$ cat src/rtl/alu_issue_ctrl_if.sv
// Issue-side bundle for alu_issue_ctrl: instruction handshake plus the ALU
// operand/result channel that the controller sequences.
interface alu_issue_ctrl_if;
  logic [31:0] instr;
  logic        instr_valid;
  logic        instr_ready;
  logic [31:0] alu_reg1;
  logic [31:0] alu_reg2;
  logic [15:0] alu_iv;
  logic [3:0]  alu_opcode;
  logic [3:0]  alu_cond;
  logic        alu_s;
  logic [3:0]  alu_flag;
  logic [31:0] alu_result;
  logic [3:0]  alu_new_flag;

  modport master (
    output instr, instr_valid, alu_result, alu_new_flag,
    input  instr_ready, alu_reg1, alu_reg2, alu_iv, alu_opcode, alu_cond, alu_s, alu_flag
  );

  modport slave (
    input  instr, instr_valid, alu_result, alu_new_flag,
    output instr_ready, alu_reg1, alu_reg2, alu_iv, alu_opcode, alu_cond, alu_s, alu_flag
  );
endinterface

$ cat src/rtl/alu_issue_ctrl.sv
// Four-state issue controller: accepts one instruction, reads operands, presents
// them to an external ALU for one cycle, then conditionally writes back.
module alu_issue_ctrl #(
  parameter int NREG = 8
) (
  input  logic               clk,
  input  logic               rst,
  alu_issue_ctrl_if.slave    bus,
  output logic [3:0]         flags,
  output logic               done,
  output logic               skipped,
  output logic               illegal,
  input  logic [2:0]         dbg_addr,
  output logic [31:0]        dbg_data
);

  typedef enum logic [1:0] {
    IDLE   = 2'd0,
    DECODE = 2'd1,
    EXEC   = 2'd2,
    WB     = 2'd3
  } state_t;

  localparam logic [3:0] OP_MOVN = 4'h6;
  localparam logic [3:0] OP_MOV  = 4'h7;
  localparam logic [3:0] OP_CMP  = 4'hB;

  state_t      state_r;
  logic [31:0] regs_r [NREG];
  logic [3:0]  flags_r;

  logic [3:0]  cond_r;
  logic [3:0]  opcode_r;
  logic        s_r;
  logic [2:0]  rd_r;
  logic [2:0]  rn_r;
  logic [2:0]  rm_r;
  logic [15:0] iv_r;
  logic [31:0] rm_val_r;

  logic        instr_ready_r;
  logic [31:0] alu_reg1_r;
  logic [31:0] alu_reg2_r;
  logic [15:0] alu_iv_r;
  logic [3:0]  alu_opcode_r;
  logic [3:0]  alu_cond_r;
  logic        alu_s_r;
  logic [3:0]  alu_flag_r;

  logic        done_r;
  logic        skipped_r;
  logic        illegal_r;
  logic        wb_reg_we_r;
  logic        wb_flag_we_r;
  logic [31:0] wb_data_r;
  logic [3:0]  wb_flags_r;

  logic        unused_s;

  // Flags are {N,Z,C,V}; returns whether the condition code passes.
  function automatic logic cond_pass(input logic [3:0] cond, input logic [3:0] f);
    logic n, z, c, v, p;
    n = f[3];
    z = f[2];
    c = f[1];
    v = f[0];
    case (cond)
      4'h0:    p = z;
      4'h1:    p = !z;
      4'h2:    p = c;
      4'h3:    p = !c;
      4'h4:    p = n;
      4'h5:    p = !n;
      4'h6:    p = v;
      4'h7:    p = !v;
      4'h8:    p = c & !z;
      4'h9:    p = !c | z;
      4'hA:    p = (n == v);
      4'hB:    p = (n != v);
      4'hC:    p = !z & (n == v);
      4'hD:    p = z | (n != v);
      4'hE:    p = 1'b1;
      default: p = 1'b0;
    endcase
    return p;
  endfunction

  // Opcodes whose result comes from the external ALU and honour S.
  function automatic logic is_alu_op(input logic [3:0] op);
    logic r;
    case (op)
      4'h0, 4'h1, 4'h2, 4'h3, 4'h4, 4'h5, 4'h8, 4'h9, 4'hA: r = 1'b1;
      default:                                               r = 1'b0;
    endcase
    return r;
  endfunction

  assign bus.instr_ready = instr_ready_r;
  assign bus.alu_reg1    = alu_reg1_r;
  assign bus.alu_reg2    = alu_reg2_r;
  assign bus.alu_iv      = alu_iv_r;
  assign bus.alu_opcode  = alu_opcode_r;
  assign bus.alu_cond    = alu_cond_r;
  assign bus.alu_s       = alu_s_r;
  assign bus.alu_flag    = alu_flag_r;
  assign flags           = flags_r;
  assign done            = done_r;
  assign skipped         = skipped_r;
  assign illegal         = illegal_r;
  assign dbg_data        = regs_r[dbg_addr];
  assign unused_s        = bus.instr[16];

  // Sequencer, register file, flag register and all registered outputs.
  always_ff @(posedge clk) begin
    if (rst) begin
      state_r       <= IDLE;
      for (int i = 0; i < NREG; i++) regs_r[i] <= 32'h0;
      flags_r       <= 4'h0;
      cond_r        <= 4'h0;
      opcode_r      <= 4'h0;
      s_r           <= 1'b0;
      rd_r          <= 3'd0;
      rn_r          <= 3'd0;
      rm_r          <= 3'd0;
      iv_r          <= 16'h0;
      rm_val_r      <= 32'h0;
      instr_ready_r <= 1'b1;
      alu_reg1_r    <= 32'h0;
      alu_reg2_r    <= 32'h0;
      alu_iv_r      <= 16'h0;
      alu_opcode_r  <= 4'h0;
      alu_cond_r    <= 4'h0;
      alu_s_r       <= 1'b0;
      alu_flag_r    <= 4'h0;
      done_r        <= 1'b0;
      skipped_r     <= 1'b0;
      illegal_r     <= 1'b0;
      wb_reg_we_r   <= 1'b0;
      wb_flag_we_r  <= 1'b0;
      wb_data_r     <= 32'h0;
      wb_flags_r    <= 4'h0;
    end else begin
      case (state_r)
        IDLE: begin
          if (bus.instr_valid) begin
            cond_r        <= bus.instr[31:28];
            opcode_r      <= bus.instr[27:24];
            s_r           <= bus.instr[23];
            rd_r          <= bus.instr[22:20];
            rn_r          <= bus.instr[19:17];
            rm_r          <= bus.instr[2:0];
            iv_r          <= bus.instr[15:0];
            instr_ready_r <= 1'b0;
            state_r       <= DECODE;
          end else begin
            instr_ready_r <= 1'b1;
          end
        end
        DECODE: begin
          alu_reg1_r   <= regs_r[rn_r];
          alu_reg2_r   <= regs_r[rm_r];
          rm_val_r     <= regs_r[rm_r];
          alu_iv_r     <= iv_r;
          alu_opcode_r <= opcode_r;
          alu_cond_r   <= cond_r;
          alu_s_r      <= s_r | (opcode_r == OP_CMP);
          alu_flag_r   <= flags_r;
          state_r      <= EXEC;
        end
        EXEC: begin
          // Opcodes 1100-1111 are illegal regardless of condition.
          done_r       <= 1'b1;
          illegal_r    <= (opcode_r[3:2] == 2'b11);
          skipped_r    <= (opcode_r[3:2] != 2'b11) & !cond_pass(cond_r, flags_r);
          wb_reg_we_r  <= (opcode_r[3:2] != 2'b11) & cond_pass(cond_r, flags_r) &
                          (is_alu_op(opcode_r) | (opcode_r == OP_MOVN) | (opcode_r == OP_MOV));
          wb_flag_we_r <= (opcode_r[3:2] != 2'b11) & cond_pass(cond_r, flags_r) &
                          ((is_alu_op(opcode_r) & s_r) | (opcode_r == OP_CMP));
          wb_flags_r   <= bus.alu_new_flag;
          if (opcode_r == OP_MOVN) begin
            wb_data_r <= {16'h0000, iv_r};
          end else if (opcode_r == OP_MOV) begin
            wb_data_r <= rm_val_r;
          end else begin
            wb_data_r <= bus.alu_result;
          end
          alu_reg1_r   <= 32'h0;
          alu_reg2_r   <= 32'h0;
          alu_iv_r     <= 16'h0;
          alu_opcode_r <= 4'h0;
          alu_cond_r   <= 4'h0;
          alu_s_r      <= 1'b0;
          alu_flag_r   <= 4'h0;
          state_r      <= WB;
        end
        WB: begin
          if (wb_reg_we_r) begin
            regs_r[rd_r] <= wb_data_r;
          end else begin
            regs_r[rd_r] <= regs_r[rd_r];
          end
          if (wb_flag_we_r) begin
            flags_r <= wb_flags_r;
          end else begin
            flags_r <= flags_r;
          end
          done_r        <= 1'b0;
          skipped_r     <= 1'b0;
          illegal_r     <= 1'b0;
          wb_reg_we_r   <= 1'b0;
          wb_flag_we_r  <= 1'b0;
          instr_ready_r <= 1'b1;
          state_r       <= IDLE;
        end
        default: begin
          instr_ready_r <= 1'b1;
          state_r       <= IDLE;
        end
      endcase
    end
  end

endmodule

$ cat src/flat_wrapper.sv
// flat-port wrapper written by rule: the top's interface ports become plain ports
module alu_issue_ctrl_flat 
#(
  parameter int NREG = 8
)
  (clk, rst, flags, done, skipped, illegal, dbg_addr, dbg_data, bus_instr, bus_instr_valid, bus_alu_result, bus_alu_new_flag, bus_instr_ready, bus_alu_reg1, bus_alu_reg2, bus_alu_iv, bus_alu_opcode, bus_alu_cond, bus_alu_s, bus_alu_flag);
  alu_issue_ctrl_if bus_i ();
  input  logic clk;
  input  logic rst;
  output logic [3:0] flags;
  output logic done;
  output logic skipped;
  output logic illegal;
  input  logic [2:0] dbg_addr;
  output logic [31:0] dbg_data;
  input wire logic [$bits(bus_i.instr)-1:0] bus_instr;
  input wire logic [$bits(bus_i.instr_valid)-1:0] bus_instr_valid;
  input wire logic [$bits(bus_i.alu_result)-1:0] bus_alu_result;
  input wire logic [$bits(bus_i.alu_new_flag)-1:0] bus_alu_new_flag;
  output wire logic [$bits(bus_i.instr_ready)-1:0] bus_instr_ready;
  output wire logic [$bits(bus_i.alu_reg1)-1:0] bus_alu_reg1;
  output wire logic [$bits(bus_i.alu_reg2)-1:0] bus_alu_reg2;
  output wire logic [$bits(bus_i.alu_iv)-1:0] bus_alu_iv;
  output wire logic [$bits(bus_i.alu_opcode)-1:0] bus_alu_opcode;
  output wire logic [$bits(bus_i.alu_cond)-1:0] bus_alu_cond;
  output wire logic [$bits(bus_i.alu_s)-1:0] bus_alu_s;
  output wire logic [$bits(bus_i.alu_flag)-1:0] bus_alu_flag;
  assign bus_i.instr = bus_instr;
  assign bus_i.instr_valid = bus_instr_valid;
  assign bus_i.alu_result = bus_alu_result;
  assign bus_i.alu_new_flag = bus_alu_new_flag;
  assign bus_instr_ready = bus_i.instr_ready;
  assign bus_alu_reg1 = bus_i.alu_reg1;
  assign bus_alu_reg2 = bus_i.alu_reg2;
  assign bus_alu_iv = bus_i.alu_iv;
  assign bus_alu_opcode = bus_i.alu_opcode;
  assign bus_alu_cond = bus_i.alu_cond;
  assign bus_alu_s = bus_i.alu_s;
  assign bus_alu_flag = bus_i.alu_flag;
  alu_issue_ctrl #(.NREG(NREG)) u_core (.clk(clk), .rst(rst), .bus(bus_i), .flags(flags), .done(done), .skipped(skipped), .illegal(illegal), .dbg_addr(dbg_addr), .dbg_data(dbg_data));
endmodule
$ cat config.mk
export PLATFORM = sky130hd
export DESIGN_NAME = alu_issue_ctrl_flat
export DESIGN_NICKNAME = d
export VERILOG_FILES = /design/src/rtl/alu_issue_ctrl_if.sv /design/src/rtl/alu_issue_ctrl.sv /design/src/flat_wrapper.sv
export SDC_FILE = /design/constraint.sdc
export NUM_CORES = 1
export LEC_CHECK = 0
export BUFFER_PORTS_ARGS = -buffer_cell sky130_fd_sc_hd__buf_4
export CAP_MARGIN = 20
export CORE_ASPECT_RATIO = 0.6
export CORE_MARGIN = 3
export CORE_UTILIZATION = 50
export DETAILED_ROUTE_END_ITERATION = 10
export PLACE_DENSITY_LB_ADDON = 0.15
export SETUP_SLACK_MARGIN = 0.1
export SYNTH_ARGS = -nofsm -noshare
export SYNTH_HDL_FRONTEND = slang
export SYNTH_SLANG_ARGS = --single-unit
$ cat constraint.sdc
create_clock -name clk -period 7 [get_ports clk]
set_clock_uncertainty 0.2 [all_clocks]
set_input_delay 1.4 -clock clk [delete_from_list [all_inputs] [get_ports clk]]
set_output_delay 1.4 -clock clk [all_outputs]
set_load 0.05 [all_outputs]
== Yosys cells after proc, flatten, opt, wreduce, memory -nomap -nowiden ==
Memories as Yosys holds them, arrays and structs flattened. A register that Yosys moved wholly into a read port is not among the register bits.
Cells that the tools add are included.

* Memory bits (read-only): 32
* Word-level logic and storage cells: 129
* Memories kept: 3
* Input bits: 74
* Memory bits (writable): 256
* Flip-flop bits (word level): 207
* Output and inout port bits: 133

{| class="wikitable"
|+ Memory list
! memory !! depth !! width !! rd ports !! clocked after Yosys merged registers in !! wr ports !! RTL line !! RTL
|-
| u_core.regs_r || 8 || 32 || 3 || 2 || 8 || alu_issue_ctrl.sv:29 || <nowiki>logic [31:0] regs_r [NREG];</nowiki>
|-
| (name not given) || 16 || 1 || 1 || 1 || 0 || alu_issue_ctrl.sv:91 || <nowiki>case (op)</nowiki>
|-
| (name not given) || 16 || 1 || 1 || 1 || 0 || alu_issue_ctrl.sv:91 ||
|}

* Mux-type cells: 47
* Equality and inequality tests: 26
* Bitwise logic cells: 14
* Reductions and logical operators: 14

{| class="wikitable"
|+ Operators with widths
! operator !! number
|-
| $mux W32 || 4
|-
| $pmux W32 S2 || 2
|-
| $eq A4 B4 Y1 const B || 8
|-
| $pmux W16 S2 || 1
|-
| $reduce_or A32 Y1 || 1
|-
| $eq A4 B3 Y1 const B || 6
|-
| $pmux W4 S2 || 3
|-
| $mux W1 || 18
|-
| $mux W4 || 4
|-
| $mux W3 || 5
|-
| $pmux W1 S15 || 1
|-
| $pmux W1 S2 || 7
|-
| $eq A4 B2 Y1 const B || 2
|-
| $pmux W2 S4 || 1
|-
| $and A1 B1 Y1 || 7
|-
| $or A1 B1 Y1 || 7
|-
| $eq A2 B2 Y1 const B || 3
|-
| $reduce_and A2 Y1 || 3
|-
| $reduce_bool A2 Y1 || 3
|-
| $logic_not A1 Y1 || 5
|-
| $eq A4 B1 Y1 const B || 1
|-
| $logic_not A4 Y1 || 1
|-
| $ne A2 B2 Y1 const B || 2
|-
| $eq A2 B1 Y1 const B || 1
|-
| other kinds (5) || 5
|}

== Depth between registers and ports, before layout ==
Gate-level depths: netlist of the first run.

* Word-level depth: 8
* Gate-level depth with buffers: 9
* Mapped depth without buffers: 7

== Worst setup path before layout of the first run ==
OpenSTA, ideal clock, no wires.

* Path kind: input port to output port
* Start: in dbg_addr[0]
* End: out dbg_data[0]
* Path buffers: 2
* Arrival time: 2.823 ns
* Slack: 2.577 ns
* Cell stages on the path: 4
* Data required time: 5.400 ns
* Cells stage by stage: buf_2 -> buf_2 -> mux4_2 -> mux2_2

* Word-level cells in the longest chain between the ends: 1

{| class="wikitable"
|+ RTL lines
! element !! RTL line !! RTL
|-
| start: declaration || flat_wrapper.sv:14 || <nowiki>input logic [2:0] dbg_addr;</nowiki>
|-
| $mem_v2 Z8 W32 || n/a ||
|-
| end: declaration || flat_wrapper.sv:15 || <nowiki>output logic [31:0] dbg_data;</nowiki>
|}

Every way passes these cells.

== Worst setup path in the final report of the first run ==
* Start: in dbg_addr[0]
* End: out dbg_data[4]

The elaborated chain is that of the path after synthesis.

==> run_results.csv, run 1 <==
group,metric,value,unit
outcome,run_status,"finished clean",
yosys,ys_types,47,
worst_setup_path,worstPathArrival,3.55,ns
sta,hold_viol,0,
worst_hold_path,hold_path.class,"reg -> reg",
worst_setup_path,critPathBufInv,3,
drt,routed_via_density,6.03,
global_route,maximum_number_of_pins_on_one_net_before_global_route_repair,79,
worst_setup_path,timing.critical_path.slowest_stage_cell,"buf_4",
cells_and_area,final_net_count,2070,
sta,post_layout_minimum_cycle_time,5.15,ns
sta,finalSetupTns,0,ns
die,fp.dieH,174,µm
clocking,cts_post_setup_buffers_inserted,0,
die,floorplan.die_area,49600,µm²
die,floorplan.initialDensity,51.5,%
power,p_leak,10.3,nW
drt,detail-route-antenna-nets,0,
drt,drt_iter0_drc,1558,
die,dieWidth,286,µm
global_route,antenna_found_initial,0,
sta,timing.final.crit_share,73.6,%
placement,place_hpwl,42200,µm
yosys,synth_top_area_share,32.8,%
yosys,synth.most_common_cell,"and2_1",
placement,gp_routability_congestion,0.816,
sta,max_slew.worst_pin.slew,1.11,ns
global_route,grt_remaining_overflow,0,
sta,unrepaired_setup_endpoints_after_global_routing,"false",
cells_and_area,multi_input_comb_area,10900,µm²
power,switchingPower,0.00310,W
drt,dr_wl_cell,25.7,µm
yosys,edff_count_synth,256,
die,num_rows,60,
job,max_cap_viol_count,0,
drt,routed_wirelength,68000,µm
worst_setup_path,startpoint_type,"input port",
clocking,numClockSinks,467,
yosys,synth_warnings,0,
clocking,cts-root-buf,"clkbuf_16",
cells_and_area,n_antenna_cell,0,
worst_setup_path,timing.critical_path.to_type,"output port",
yosys,synth.yosys.seq_area_share,50.8,%
yosys,synthesis.area,23500,µm²
global_route,grtUsageTotal,27.1,%
die,ios,207,
sta,timing.slew.headroom,26.2,%
worst_setup_path,critical-path-top-cell-by-count,"buf_4",
placement,portBuffers,205,
clocking,worst_setup_hold_path_clk_slew,0.06,ns
drt,route.vias.total,16000,
yosys,syn-num-nets,1934,
cells_and_area,final_cell_area,27000,µm²
cells_and_area,fillers,3630,
worst_setup_path,cells_traversed_along_the_worst_timing_path,"buf_4 > buf_4 > mux4_2 > mux2_2 > buf_4",
power,power.clock.fraction,29.3,%
yosys,dominantRegCellSynth,"edfxtp_1",
worst_hold_path,holdPathStages,2,
cells_and_area,drive_gt1_share,30.4,%
sta,drv_slew,0,
cells_and_area,layout.area.seq,11900,µm²
worst_setup_path,worstSetupPathType,"in -> out",
worst_setup_path,cpLargestDelayFamily,"buffers and inverters",
worst_setup_path,path_depth,5,
clocking,holdBufCountCts,0,
worst_setup_path,timing.critical_path.required,5.40,ns
yosys,ys_ff_latch,467,
drt,drt-pass1-iter-count,5,
global_route,via_count_of_the_first_global_routing_pass,16100,
clocking,clock_tree_from_tritoncts,"yes",
drt,drc_errors,0,
yosys,synth_async_sr_flop_share,0,%
yosys,synth.largest_area_cell,"edfxtp_1",
clocking,cts_repair_resize_count,0,
placement,post_dp_cell_area,25500,µm²
power,peakVddDrop,268,µV
worst_setup_path,critPathMaxFanout,37,
power,intPower,0.00564,W
global_route,grt_first_pass_wirelength,102000,µm
clocking,cts_made_buffers,45,
die,area_inside_the_core_boundary,45600,µm²
power,p_per_area,324,nW/µm²
sta,hold_slack,0.254,ns
power,pwr-share-seq,39.9,%
yosys,synthCells,1855,
power,power.share.combinational,30.8,%
yosys,synth_top_cells_by_area,"edfxtp_1 (33%), dfxtp_1 (18%), mux4_2 (17%)",
clocking,cts.htree.levels,2,
clocking,worst_skew_pair.late_latency,0.57,ns
clocking,clockBufferDepth,3,
yosys,synth.top_cells.by_count,"and2_1 (257), edfxtp_1 (256), dfxtp_1 (211)",
worst_setup_path,critPathMaxStageDelay,0.63,ns
cells_and_area,area_delta_synth_final,15.1,%
sta,max_clock_freq,0.194,GHz
power,switching_share,35.4,%
yosys,syn-mean-instance-area,12.6,µm²
sta,timing.final.setup_violations,0,
worst_setup_path,reg2regPathDepth,6,
layer usage:
| layer | share of wire (%) | global-route usage [%] | vias to the layer above |
|---|---|---|---|
| li1 | - | - | 7036 |
| met1 | 43 | 39.3 | 8025 |
| met2 | 45 | 41.2 | 793 |
| met3 | 10 | 7.00 | 108 |
| met4 | 2.2 | 6.32 | 0 |
| met5 | 0 | 0 | - |
power by group through the flow:
stage / Combinational [W] / Clock [W] / Sequential (W)
3_5_place_dp: 0.00268 / 0 / 0.00354
2_1_floorplan: 0.00150 / 0 / 0.00385
3_3_place_gp: 0.00264 / 0 / 0.00352
4_1_cts: 0.00269 / 0.00259 / 0.00348
5_1_grt: 0.00287 / 0.00269 / 0.00353
6_report: 0.00269 / 0.00256 / 0.00349
state kept, by name, indices dropped and copies added (netlist names), 16 cells and up, named ones only:
signal               cells
u_core.bus.alu_iv       16
u_core.rm_val_r         32
u_core.bus.alu_reg2     32
u_core.regs_r          256
u_core.wb_data_r        32
u_core.bus.alu_reg1     32
u_core.iv_r             16
through the flow:
step | instances | setup WS [ns] | power (W) | util (%)
2_1_floorplan | 1855 | 2.58 | 0.00535 | -
3_3_place_gp | 2561 | 1.83 | 0.00616 | 55.8
3_5_place_dp | 2562 | 1.80 | 0.00622 | 55.9
4_1_cts | 2646 | 1.80 | 0.00876 | 59.2
5_1_grt | 2648 | 1.70 | 0.00909 | 59.3
6_report | 2648 | 1.85 | 0.00874 | 59.3
worst reg2reg max path: stages (launching register included):
cell	delay, ns
dfxtp_1	0.38
ha_1	0.44
nand4bb_1	0.34
nor2_2	0.19
buf_4	0.42
or2_2	0.69
buf_4	0.42
cell families after synthesis:
kind of cell | Yosys count | synth area share (%)
AOI/OAI and AO/OA | 195 | 4.46
xor gates and xnor gates | 2 | 0.0747
adders and majority gates | 5 | 0.267
buffers and inverters | 157 | 2.91
DFF | 467 | 50.8
muxes | 360 | 26.6
and+or+nand+nor | 669 | 14.9
cell usage in the layout, fill, tap and decap left out, types with 9 or more instances in the layout:
| cell type | count |
|---|---|
| a21oi_1 | 160 |
| and2_1 | 257 |
| buf_4 | 236 |
| clkbuf_1 | 9 |
| clkbuf_16 | 47 |
| dfxtp_1 | 205 |
| edfxtp_1 | 256 |
| mux2_2 | 77 |
| mux2_4 | 20 |
| mux2i_1 | 71 |
| mux4_1 | 10 |
| mux4_2 | 182 |
| nand2_1 | 89 |
| nor2_1 | 180 |
| nor2b_1 | 97 |
| o22ai_1 | 16 |
| or2_2 | 9 |
cell type report:
cell class,count,share of cell area [%]
flip-flops and latches,467,44.1
clock buffers,62,4.76
inverters,6,0.0834
multi-input cells,1231,40.4
well taps,620,2.87
clock inverters,22,0.903
repair buffers,240,6.81
final timing paths:
path | to | slack (ns) | start
worst max register to register | u_core.regs_r[2][6] | 3.58 | u_core.state_r[1]
worst max-delay path | dbg_data[4] | 1.85 | dbg_addr[0]
worst min-delay path | register | 0.25 | u_core.rn_r[1]
worst min register to register | register | 0.25 | u_core.rn_r[1]
(Power assumes the default switching activity.)
==> run 2, diff against run 1 <==
==> constraint.sdc (replaced) <==
create_clock -name clk -period 4.9 [get_ports clk]
set_clock_uncertainty 0.2 [all_clocks]
set_input_delay 0.98 -clock clk [delete_from_list [all_inputs] [get_ports clk]]
set_output_delay 0.98 -clock clk [all_outputs]
set_load 0.05 [all_outputs]
==> run_results.csv, run 2 (synthesis results as in run 1) <==
group,metric,value,unit
outcome,run_status,"finished clean",
job,max_cap_viol_count,0,
worst_setup_path,critPathMaxFanout,26,
worst_setup_path,critPathMaxStageDelay,0.54,ns
sta,post_layout_minimum_cycle_time,3.92,ns
clocking,numClockSinks,467,
worst_setup_path,timing.critical_path.slowest_stage_cell,"mux4_2",
drt,route.vias.total,16200,
placement,place_hpwl,42200,µm
drt,drc_errors,0,
worst_setup_path,worstPathArrival,2.74,ns
clocking,cts_repair_resize_count,0,
clocking,holdBufCountCts,0,
cells_and_area,largest_reg_flops,256,
sta,drv_slew,0,
worst_setup_path,critical_path.endpoint,"dbg_data[12]",
worst_setup_path,timing.critical_path.required,3.72,ns
worst_setup_path,timing.critical_path.from,"dbg_addr[0]",
clocking,worst_setup_hold_path_clk_slew,0.06,ns
worst_setup_path,rr_endpoint,"u_core.bus.alu_reg1[10]",
cells_and_area,regMostFlops,"u_core.regs_r",
sta,timing.slew.headroom,28.3,%
worst_setup_path,timing.critical_path.to_type,"output port",
worst_setup_path,startpoint_type,"input port",
clocking,cts-root-buf,"clkbuf_16",
sta,hold_slack,0.259,ns
placement,portBuffers,205,
sta,unrepaired_setup_endpoints_after_global_routing,"false",
drt,drt-pass1-iter-count,5,
die,num_rows,60,
placement,gp_routability_congestion,0.823,
drt,drt_iter0_drc,1691,
worst_setup_path,reg2reg_setup_slack,1.88,ns
worst_setup_path,critical-path-top-cell-by-count,"buf_4",
die,floorplan.initialDensity,51.5,%
sta,hold_viol,0,
placement,dpl_cells,2568,
global_route,grtUsageTotal,27.6,%
power,p_per_area,464,nW/µm²
cells_and_area,area_delta_synth_final,16.0,%
sta,timing.final.crit_share,80.0,%
clocking,clockBufferDepth,3,
global_route,via_count_of_the_first_global_routing_pass,16300,
die,area_inside_the_core_boundary,45600,µm²
clocking,cts_made_buffers,46,
global_route,antenna_found_initial,1,
worst_hold_path,hold_path.class,"reg -> reg",
power,peakVddDrop,427,µV
drt,detail-route-antenna-nets,0,
sta,timing.final.setup_violations,0,
cells_and_area,most-common-layout-cells,"and2_1 (257), edfxtp_1 (256), buf_4 (235)",
worst_setup_path,critPathBufInv,3,
cells_and_area,drive_gt1_share,30.5,%
die,ios,207,
clocking,cts_post_setup_buffers_inserted,0,
power,p_leak,10.4,nW
worst_setup_path,reg2regPathDepth,6,
cells_and_area,final_core_util,59.7,%
clocking,clock_tree_from_tritoncts,"yes",
drt,dr_wl_cell,25.9,µm
worst_setup_path,path_depth,5,
cells_and_area,final_net_count,2077,
worst_setup_path,cpLargestDelayFamily,"buffers and inverters",
die,floorplan.die_area,49600,µm²
worst_setup_path,cells_traversed_along_the_worst_timing_path,"buf_4 > buf_12 > mux4_2 > mux2_2 > buf_4",
cells_and_area,final_common_cell,"and2_1",
die,fp.dieH,174,µm
sta,finalSetupTns,0,ns
die,dieWidth,286,µm
clocking,worst_skew_pair.late_latency,0.58,ns
drt,routed_via_density,6.08,
cells_and_area,stdcell_count,2658,
sta,max_slew.worst_pin.slew,1.08,ns
global_route,grt_remaining_overflow,0,
sta,max_clock_freq,0.255,GHz
drt,routed_wirelength,68900,µm
global_route,grt_first_pass_wirelength,103000,µm
worst_setup_path,timing.rr.start,"u_core.state_r[1]",
worst_setup_path,worstSetupPathType,"in -> out",
global_route,maximum_number_of_pins_on_one_net_before_global_route_repair,88,
clocking,cts.htree.levels,2,
-- run 2: cell count changes in the layout (fill, tap and decap cells not counted), sizes merged --
cell / delta
clkinvlp: -3
buf: +6
bufinv: +1
clkinv: +1
clkbuf: +2
inv: +1
diode: +2
-- run 2: layout make-up --
| type | instances | area [µm²] |
|---|---|---|
| clock inverters | 22 | 273 |
| diodes | 2 | 5.00 |
| repair buffers | 246 | 1990 |
| fillers | 3647 | 18400 |
| clock buffers | 64 | 1300 |
| flip-flops and latches | 467 | 11900 |
| inverters | 6 | 22.5 |
| multi-input cells | 1231 | 10900 |
| well taps | 620 | 776 |
-- run 2: how the worst min path moves through the flow --
stage	startpoint	endpoint	slack, ns	cells after the start
after floorplan	u_core.rn_r[0]	register	0.24	2
after CTS	u_core.rn_r[0]	register	0.25	2
after global placement	u_core.rn_r[0]	register	0.24	2
after detailed placement	u_core.rn_r[0]	register	0.24	2
after global routing	u_core.rn_r[0]	register	0.27	2
final	u_core.rn_r[0]	register	0.26	2
-- run 2: metrics by stage --
step           worst slack, ns  cell area (µm²)  total power (W)
2_1_floorplan             1.32            23500          0.00764
3_3_place_gp             0.976            25600          0.00884
3_5_place_dp             0.968            25600          0.00892
4_1_cts                  0.961            27200           0.0126
5_1_grt                  0.887            27200           0.0131
6_report                 0.980            27200           0.0126
-- run 2: worst min-delay path, stage by stage (launching register included) --
cell and delay (ns):
dfxtp_1 0.30, nand2_1 0.05, a21oi_1 0.06
-- run 2: report_power, final --
part           total (W)  internal (W)  switching [W]
Sequential       0.00501       0.00456       0.000450
Combinational    0.00388       0.00144        0.00244
Clock            0.00373       0.00217        0.00156
Total             0.0126       0.00817        0.00445
-- run 2: metal layers --
layer | vias to the layer above | part of all wire [%] | track usage (%)
li1 | 7067 | - | -
met1 | 8160 | 43 | 40.0
met2 | 829 | 45 | 41.6
met3 | 97 | 9.9 | 7.33
met4 | 0 | 2.2 | 6.86
met5 | - | 0 | 0
==> run 3, diff against run 2 <==
--- a/config.mk
+++ b/config.mk
@@ -5,6 +5,7 @@
 export SDC_FILE = /design/constraint.sdc
 export NUM_CORES = 1
 export LEC_CHECK = 0
+export ABC_AREA = 1
 export BUFFER_PORTS_ARGS = -buffer_cell sky130_fd_sc_hd__buf_4
 export CAP_MARGIN = 20
 export CORE_ASPECT_RATIO = 0.6
==> constraint.sdc (replaced) <==
create_clock -name clk -period 3.7 [get_ports clk]
set_clock_uncertainty 0.2 [all_clocks]
set_input_delay 0.74 -clock clk [delete_from_list [all_inputs] [get_ports clk]]
set_output_delay 0.74 -clock clk [all_outputs]
set_load 0.05 [all_outputs]
==> run_results.csv, run 3 <==
group,metric,value,unit
yosys,synth_warnings,0,
cells_and_area,most-common-layout-cells,"nand2_1 (553), a21oi_1 (407), o21ai_0 (336)",
worst_setup_path,critical-path-top-cell-by-count,"buf_4",
sta,max_clock_freq,0.292,GHz
die,area_inside_the_core_boundary,45600,µm²
yosys,synthCells,2983,
die,floorplan.initialDensity,51.6,%
placement,place_hpwl,49500,µm
outcome,run_status,"finished clean",
yosys,ys_types,26,
yosys,synth.top_cells.by_count,"nand2_1 (554), a21oi_1 (407), o21ai_0 (336)",
cells_and_area,largest_reg_flops,256,
cells_and_area,drive_gt1_share,12.7,%
clocking,holdBufCountCts,0,
yosys,ys_ff_latch,467,
global_route,maximum_number_of_pins_on_one_net_before_global_route_repair,96,
sta,hold_viol,0,
global_route,grtUsageTotal,32.4,%
worst_hold_path,hold_start,"bus_alu_new_flag[1]",
worst_setup_path,critPathMaxStageDelay,0.37,ns
sta,max_slew.worst_pin.slew,1.12,ns
cells_and_area,area_delta_synth_final,15.3,%
worst_setup_path,reg2reg_setup_slack,0.68,ns
yosys,syn-num-nets,3062,
yosys,synth.yosys.seq_area_share,50.6,%
clocking,clock_tree_from_tritoncts,"yes",
worst_setup_path,rr_endpoint,"u_core.bus.alu_reg2[19]",
worst_setup_path,worstSetupPathType,"in -> out",
power,peakVddDrop,711,µV
clocking,cts-root-buf,"clkbuf_16",
placement,place_ws,0.354,ns
cells_and_area,n_antenna_cell,0,
placement,portBuffers,205,
clocking,cts_post_setup_buffers_inserted,0,
drt,drt-pass1-iter-count,6,
sta,post_layout_minimum_cycle_time,3.43,ns
sta,timing.slew.headroom,25.5,%
drt,detail-route-antenna-nets,0,
clocking,worst_setup_hold_path_clk_slew,0.06,ns
global_route,grt_remaining_overflow,0,
clocking,clockBufferDepth,3,
worst_setup_path,timing.critical_path.to_type,"output port",
power,p_per_area,725,nW/µm²
sta,drv_slew,0,
yosys,synth_top_cells_by_area,"edfxtp_1 (33%), dfxtp_1 (18%), nand2_1 (8.8%)",
yosys,syn-mean-instance-area,7.89,µm²
sta,finalSetupTns,0,ns
cells_and_area,final_net_count,3142,
die,num_rows,60,
worst_setup_path,startpoint_type,"input port",
placement,gp_routability_congestion,0.920,
clocking,cts.htree.levels,2,
worst_setup_path,worstPathArrival,2.49,ns
clocking,worst_skew_pair.late_latency,0.59,ns
sta,final.setup.worst_slack,0.271,ns
worst_setup_path,reg2regPathDepth,9,
worst_setup_path,timing.critical_path.required,2.76,ns
job,max_cap_viol_count,0,
sta,timing.final.setup_violations,0,
worst_hold_path,hold_path.class,"in -> reg",
sta,timing.final.crit_share,92.7,%
drt,dr_wl_cell,22.7,µm
worst_hold_path,hold_end,"u_core.wb_flags_r[1]",
global_route,via_count_of_the_first_global_routing_pass,21400,
sta,unrepaired_setup_endpoints_after_global_routing,"false",
global_route,grt_first_pass_wirelength,125000,µm
yosys,synth_top_area_share,32.7,%
cells_and_area,final_core_util,59.4,%
cells_and_area,fillers,4151,
drt,drc_errors,0,
cells_and_area,regMostFlops,"u_core.regs_r",
cells_and_area,final_common_cell,"nand2_1",
clocking,cts_made_buffers,46,
clocking,cts_repair_resize_count,0,
drt,routed_wirelength,84500,µm
yosys,edff_count_synth,256,
worst_setup_path,timing.critical_path.from,"dbg_addr[1]",
yosys,synth_async_sr_flop_share,0,%
worst_setup_path,cpLargestDelayFamily,"buffers and inverters",
drt,route.vias.total,22800,
worst_setup_path,cells_traversed_along_the_worst_timing_path,"buf_4 > inv_2 > buf_4 > buf_4 > a21oi_1 > a221oi_1 > a31oi_1 > buf_4",
die,dieWidth,286,µm
worst_setup_path,timing.critical_path.slowest_stage_cell,"a221oi_1",
power,p_leak,10.4,nW
yosys,synth.most_common_cell,"nand2_1",
yosys,synth.largest_area_cell,"edfxtp_1",
die,floorplan.die_area,49800,µm²
drt,routed_via_density,6.14,
die,ios,207,
die,fp.dieH,174,µm
yosys,dominantRegCellSynth,"edfxtp_1",
worst_setup_path,critPathMaxFanout,27,
yosys,synthesis.area,23500,µm²
worst_hold_path,holdPathStages,3,
worst_setup_path,critPathBufInv,5,
drt,drt_iter0_drc,3226,
global_route,antenna_found_initial,0,
clocking,numClockSinks,467,
## run 3: cells by family after synthesis
logic type / share of synthesized area [%]
flip-flops: 50.6
AO/OA/AOI/OAI: 23.4
AND/OR/NAND/NOR: 17.0
adder cells (fa/ha/maj): 0.266
buffers and inverters: 8.77
## run 3: where the power goes
part | total (W) | internal [W] | switching [W] | leakage [nW]
combinational | 0.00769 | 0.00206 | 0.00563 | 5.24
sequential | 0.00687 | 0.00628 | 0.000592 | 4.37
clock | 0.00512 | 0.00299 | 0.00213 | 0.815
total | 0.0197 | 0.0113 | 0.00835 | 10.4
## run 3: worst max path at each step
stage	endpoint	slack (ns)	depth (start not counted)
after floorplan	dbg_data[13]	0.41	6
after global placement	dbg_data[3]	0.48	9
after detailed placement	dbg_data[4]	0.35	8
after CTS	dbg_data[4]	0.35	8
after global routing	dbg_data[4]	0.26	8
final	dbg_data[4]	0.27	8
## run 3: worst min-delay path: cells and delay by family
| kind | cells | cell delay, ns |
|---|---|---|
| simple gates | 2 | 0.11 |
| buf+inv | 1 | 0.08 |
## run 3: layer usage
| layer | part of all wire (%) | global-route usage (%) |
|---|---|---|
| met1 | 39 | 44.6 |
| met2 | 44 | 49.8 |
| met3 | 11 | 4.73 |
| met4 | 5.4 | 17.0 |
| met5 | 0 | 0 |
## run 3: metrics by stage
stage	cell area (µm²)	hold WS, ns	instances	power [W]
5_1_grt	27100	0.220	3720	0.0205
6_report	27100	0.200	3720	0.0197
4_1_cts	27100	0.183	3718	0.0195
2_1_floorplan	23500	0.239	2983	0.0119
3_5_place_dp	25400	0.258	3633	0.0144
3_3_place_gp	25400	0.253	3633	0.0143
## run 3: area by class of cell
type	instances	area (µm²)	area share, %
sequential	467	11900	43.9
multi-input combinational	2012	9570	35.3
timing repair buffer	274	2230	8.24
clock buffer	58	1340	4.94
inverter	262	990	3.65
tap	620	776	2.86
clock inverter	27	297	1.09
